`config.mk`:
```
export PLATFORM = sky130hd
export DESIGN_NAME = pipelined_adder_flat
export DESIGN_NICKNAME = d
export VERILOG_FILES = /design/src/rtl/pipelined_adder_pkg.sv /design/src/rtl/pipelined_adder_if.sv /design/src/rtl/pipelined_adder_stage.sv /design/src/rtl/pipelined_adder.sv /design/src/flat_wrapper.sv
export SDC_FILE = /design/constraint.sdc
export NUM_CORES = 1
export LEC_CHECK = 0
export ABC_AREA = 1
export CAP_MARGIN = 25
export CORE_ASPECT_RATIO = 1.75
export CORE_UTILIZATION = 55
export CTS_CLUSTER_SIZE = 20
export DETAILED_ROUTE_END_ITERATION = 10
export HOLD_SLACK_MARGIN = 0.02
export PLACE_DENSITY = 0.85
export SLEW_MARGIN = 40
export SYNTH_ARGS = -nofsm -noshare
export SYNTH_HDL_FRONTEND = slang
export SYNTH_HIERARCHICAL = 1
export SYNTH_SLANG_ARGS = --single-unit
```
`constraint.sdc`:
```
create_clock -name clk -period 2.66 [get_ports clk]
set_clock_uncertainty 0.1 [all_clocks]
set_input_delay 0.532 -clock clk [delete_from_list [all_inputs] [get_ports clk]]
set_output_delay 0.532 -clock clk [all_outputs]
set_load 0.01 [all_outputs]
```
`src/rtl/pipelined_adder_pkg.sv`:
```
// pipelined_adder_pkg: shared helpers and types for the pipelined add/subtract unit
package pipelined_adder_pkg;

   typedef enum logic {
      OP_ADD = 1'b0,
      OP_SUB = 1'b1
   } op_e;

   function automatic int chunk_of(input int width, input int stages);
      return width / stages;
   endfunction

   function automatic bit split_ok(input int width, input int stages);
      return stages > 0 && width % stages == 0;
   endfunction

endpackage

```
`src/rtl/pipelined_adder_if.sv`:
```
// pipelined_adder_if: operand and result valid/ready channels of the adder
interface pipelined_adder_if #(
   parameter int WIDTH = 16
);
   logic             in_valid;
   logic             in_ready;
   logic [WIDTH-1:0] a;
   logic [WIDTH-1:0] b;
   logic             cin;
   logic             sub;
   logic             out_valid;
   logic             out_ready;
   logic [WIDTH-1:0] sum;
   logic             cout;
   logic             ovf;

   modport master (
      output in_valid, a, b, cin, sub, out_ready,
      input  in_ready, out_valid, sum, cout, ovf
   );

   modport slave (
      input  in_valid, a, b, cin, sub, out_ready,
      output in_ready, out_valid, sum, cout, ovf
   );
endinterface

```
`src/rtl/pipelined_adder_stage.sv`:
```
// pipelined_adder_stage: one registered CHUNK-wide carry slice with its own valid bit
module pipelined_adder_stage #(
   parameter int WIDTH = 16,
   parameter int CHUNK = 4
) (
   input  logic             clk,
   input  logic             rst,
   input  logic             v_in,
   input  logic             nxt,
   output logic             ld,
   output logic             v,
   input  logic [WIDTH-1:0] p_in,
   input  logic [WIDTH-1:0] x_in,
   input  logic             c_in,
   input  logic [1:0]       m_in,
   output logic [WIDTH-1:0] p,
   output logic [WIDTH-1:0] x,
   output logic             c,
   output logic [1:0]       m
);
   // p: unconsumed a bits shifted down, finished sum chunks entering from the top
   // x: unconsumed bx bits shifted down; m: {a_msb, bx_msb} for the overflow flag
   typedef struct packed {
      logic [WIDTH-1:0] p;
      logic [WIDTH-1:0] x;
      logic             c;
      logic [1:0]       m;
   } stage_t;

   stage_t         r, nx;
   logic [CHUNK:0] t;

   assign ld = !v || nxt;
   assign t  = {1'b0, p_in[CHUNK-1:0]} + {1'b0, x_in[CHUNK-1:0]} + {{CHUNK{1'b0}}, c_in};
   assign nx = '{
      p: (p_in >> CHUNK) | (WIDTH'(t[CHUNK-1:0]) << (WIDTH - CHUNK)),
      x: x_in >> CHUNK,
      c: t[CHUNK],
      m: m_in
   };
   assign p = r.p;
   assign x = r.x;
   assign c = r.c;
   assign m = r.m;

   // valid bit follows upstream whenever this slot is free or being drained
   always_ff @(posedge clk or posedge rst) begin
      if (rst) v <= 1'b0;
      else if (ld) v <= v_in;
   end

   // data captured only for a real beat so idle cycles leave the slice quiet
   always_ff @(posedge clk or posedge rst) begin
      if (rst) r <= '0;
      else if (ld && v_in) r <= nx;
   end
endmodule

```
`src/rtl/pipelined_adder.sv`:
```
// pipelined_adder: chunked carry pipeline add/sub with valid/ready and bubble collapse
module pipelined_adder
   import pipelined_adder_pkg::*;
#(
   parameter int WIDTH  = 16,
   parameter int STAGES = 4
) (
   input logic              clk,
   input logic              rst,
   pipelined_adder_if.slave bus
);
   localparam int CHUNK = chunk_of(WIDTH, STAGES);

   if (!split_ok(WIDTH, STAGES)) begin : g_bad_split
      $error("pipelined_adder: WIDTH must be a multiple of STAGES");
   end

   logic [STAGES:0] v, ld, c;
   logic [WIDTH-1:0] p [STAGES+1];
   logic [WIDTH-1:0] x [STAGES+1];
   logic [1:0]       m [STAGES+1];
   logic             unused_skew;

   assign v[0]       = bus.in_valid;
   assign p[0]       = bus.a;
   assign x[0]       = (bus.sub == OP_SUB) ? ~bus.b : bus.b;
   assign c[0]       = bus.cin ^ bus.sub;
   assign m[0]       = {bus.a[WIDTH-1], x[0][WIDTH-1]};
   assign ld[STAGES] = bus.out_ready;

   for (genvar k = 0; k < STAGES; k++) begin : g_stage
      pipelined_adder_stage #(.WIDTH(WIDTH), .CHUNK(CHUNK)) u_stage (
         .clk  (clk),
         .rst  (rst),
         .v_in (v[k]),
         .nxt  (ld[k+1]),
         .ld   (ld[k]),
         .v    (v[k+1]),
         .p_in (p[k]),
         .x_in (x[k]),
         .c_in (c[k]),
         .m_in (m[k]),
         .p    (p[k+1]),
         .x    (x[k+1]),
         .c    (c[k+1]),
         .m    (m[k+1])
      );
   end

   // every bx bit is consumed by the last slice; what is left is all zero
   assign unused_skew   = ^x[STAGES];
   assign bus.in_ready  = ld[0];
   assign bus.out_valid = v[STAGES];
   assign bus.sum       = p[STAGES];
   assign bus.cout      = c[STAGES];
   assign bus.ovf       = (m[STAGES][1] == m[STAGES][0]) && (p[STAGES][WIDTH-1] != m[STAGES][1]);
endmodule

```
`src/flat_wrapper.sv`:
```
// flat-port wrapper written by rule: the top's interface ports become plain ports
module pipelined_adder_flat import pipelined_adder_pkg::*;
#(
   parameter int WIDTH  = 16,
   parameter int STAGES = 4
)
  (clk, rst, bus_in_valid, bus_a, bus_b, bus_cin, bus_sub, bus_out_ready, bus_in_ready, bus_out_valid, bus_sum, bus_cout, bus_ovf);
  pipelined_adder_if #(.WIDTH(WIDTH)) bus_i ();
  input logic clk;
  input logic rst;
  input wire logic [$bits(bus_i.in_valid)-1:0] bus_in_valid;
  input wire logic [$bits(bus_i.a)-1:0] bus_a;
  input wire logic [$bits(bus_i.b)-1:0] bus_b;
  input wire logic [$bits(bus_i.cin)-1:0] bus_cin;
  input wire logic [$bits(bus_i.sub)-1:0] bus_sub;
  input wire logic [$bits(bus_i.out_ready)-1:0] bus_out_ready;
  output wire logic [$bits(bus_i.in_ready)-1:0] bus_in_ready;
  output wire logic [$bits(bus_i.out_valid)-1:0] bus_out_valid;
  output wire logic [$bits(bus_i.sum)-1:0] bus_sum;
  output wire logic [$bits(bus_i.cout)-1:0] bus_cout;
  output wire logic [$bits(bus_i.ovf)-1:0] bus_ovf;
  assign bus_i.in_valid = bus_in_valid;
  assign bus_i.a = bus_a;
  assign bus_i.b = bus_b;
  assign bus_i.cin = bus_cin;
  assign bus_i.sub = bus_sub;
  assign bus_i.out_ready = bus_out_ready;
  assign bus_in_ready = bus_i.in_ready;
  assign bus_out_valid = bus_i.out_valid;
  assign bus_sum = bus_i.sum;
  assign bus_cout = bus_i.cout;
  assign bus_ovf = bus_i.ovf;
  pipelined_adder #(.WIDTH(WIDTH), .STAGES(STAGES)) u_core (.clk(clk), .rst(rst), .bus(bus_i));
endmodule
```
==> flow_metrics.tcl <==
set metrics [dict create \
    wl_per_cell_um 12.0 \
    drt-initial-drc-count 245 \
    hp-class "reg -> reg" \
    core_area_mm2 0.00873 \
    clockRootBuffer "clkbuf_16" \
    p_switching_w 0.00204 \
    nNetsFinal 655 \
    pin_count 58 \
    antenna_found_initial 0 \
    vdd_drop_max_mv 0.512 \
    synth_area_mm2 0.00497 \
    start_util 0.570 \
    mostFrequentLayoutCell "nand2_1" \
    switching_share 0.346 \
    finalWirelength_um 8620 \
    dieHeight_um 128 \
    grt_setup_unrepaired "false" \
    drtAntennaViolNets 0 \
    powerDensity_mw_per_mm2 1020 \
    slew_viol_final 0 \
    crit_path_max_fanout 3 \
    cts_sinks 104 \
    grt_start_max_net_pins 35 \
    drive_above_1_share 0.0732 \
    viasPerCell 4.87 \
    die_w_um 73.9 \
    overflow 0 \
    met3_wirelength_um 235 \
    required_ps 2030 \
    p_int_w 0.00387 \
    synthCells 549 \
    timing.final.crit_share 0.915 \
    dpl.cell_count 703 \
    power_frac_clock 0.236 \
    multi_input_area_mm2 0.00198 \
    setup_ws_ps 227 \
    clock_latency_ps 340 \
    post-place-ws_ps -64.3 \
    syn-num-nets 607 \
    hold_buffers 0 \
    grt_pass1_wl_um 15100 \
    num_vias 3498 \
    io_buffers 57 \
    worst_pin_slew_ps 691 \
    fin_crit_ps 2430 \
    h-tree-depth 3 \
    maxCapViolCount 0 \
    setup_viol 0 \
    top_layer "met4" \
    area_growth_pct 16.3 \
    critPathArrivalTime_ps 1800 \
    mostFrequentLayoutCells "302 x nand2_1, 104 x dfrtp_1, 56 x clkdlybuf4s50_1, 18 x inv_1, 17 x xor2_1" \
    yosysWarningCount 6 \
    avgSynthCellArea_um2 9.06 \
    seqPwrFrac 0.425 \
    drc_errors 0 \
    hold_viol 0 \
    fin_cells 718 \
    startpoint_type "input pin" \
    fillers 689 \
    wl_met1_um 3400 \
    seqCellArea_mm2 0.00260 \
    cts_resized 1 \
    n_antenna_cell 0 \
    max_slew_margin 0.536 \
    status "completed" \
    post_cts_buffers 0 \
    track_usage 0.208 \
    endpoint_kind "primary output" \
    p_leak_nw 3.05 \
    die_area_mm2 0.00944 \
    cts_buffers 9 \
    grt_pass1_vias 3519 \
    dr.pass1.iters 4 \
    hpwlAfterDp_um 6360 \
    combPwrFrac 0.339 \
    gp_congestion 0.778 \
    cts_tree "yes" \
    max_freq_mhz 411 \
    wl_met2_um 4780 \
    critPathKind "in -> out" \
    cts_max_path_buffers 2 \
    std_cell_rows 45 \
    clk_transition_reported_paths_ps 60 \
]
[per-layer routing]
metal | global-route usage | up-vias
li1 | - | 1766
met5 | 0 | -
met1 | 0.227 | 1639
met2 | 0.383 | 78
met4 | 0.0973 | 0
met3 | 0.0291 | 15
[worst max-delay path: stages]
cell and delay [ps]:
clkdlybuf4s50_1 400, inv_1 90, nand2_4 50, inv_1 80, nand2_4 80, inv_2 80, nand2_4 70, inv_2 80
nand2_4 50, dlygate4sd2_1 280
[power by group through the flow]
stage	Combinational, W	Clock (W)	Sequential, W
after floorplan	0.00154	0	0.00250
after global placement	0.00189	0	0.00251
after detailed placement	0.00199	0	0.00253
after CTS	0.00203	0.00142	0.00252
after global routing	0.00227	0.00150	0.00257
final	0.00200	0.00140	0.00251
[state kept, by name (all words and copies together) (netlist names)]
name	count
u_core/g_stage.u_stage/p	64
u_core/g_stage.u_stage/v	4
u_core/g_stage.u_stage/m	8
u_core/g_stage.u_stage/c	4
u_core/g_stage.u_stage/x	24
[final timing paths]
check / startpoint / endpoint / slack (ps) / depth (start not counted)
max: bus_out_ready / bus_in_ready / 230 / 10
min: u_core/g_stage[0].u_stage/p[13] / u_core/g_stage[1].u_stage/p[9] / 370 / 2
max reg2reg: u_core/g_stage[0].u_stage/p[0] / u_core/g_stage[1].u_stage/c / 770 / 6
min reg2reg: u_core/g_stage[0].u_stage/p[13] / u_core/g_stage[1].u_stage/p[9] / 370 / 2
max in group asynchronous: rst / u_core/g_stage[0].u_stage/m[0] / 1600 / 3
min in group asynchronous: rst / u_core/g_stage[3].u_stage/p[2] / 510 / 2
[cell type report]
type / count / share of cell area
timing repair buffer: 63 / 0.106
multi-input combinational: 394 / 0.343
inverter: 25 / 0.0197
clock inverter: 3 / 0.0113
tap: 117 / 0.0253
clock buffer: 12 / 0.0444
sequential: 104 / 0.450
[through the flow]
step	hold slack [ps]	total power (W)	area, um2	utilization	setup TNS [ps]
6_report	368	0.00591	5780	0.663	0
4_1_cts	369	0.00596	5780	0.663	0
3_3_place_gp	352	0.00440	5460	0.626	0
2_1_floorplan	341	0.00404	4970	-	0
3_5_place_dp	352	0.00452	5460	0.626	-73.5
5_1_grt	390	0.00634	5780	0.663	0
Power figures use the tool's default switching activity.
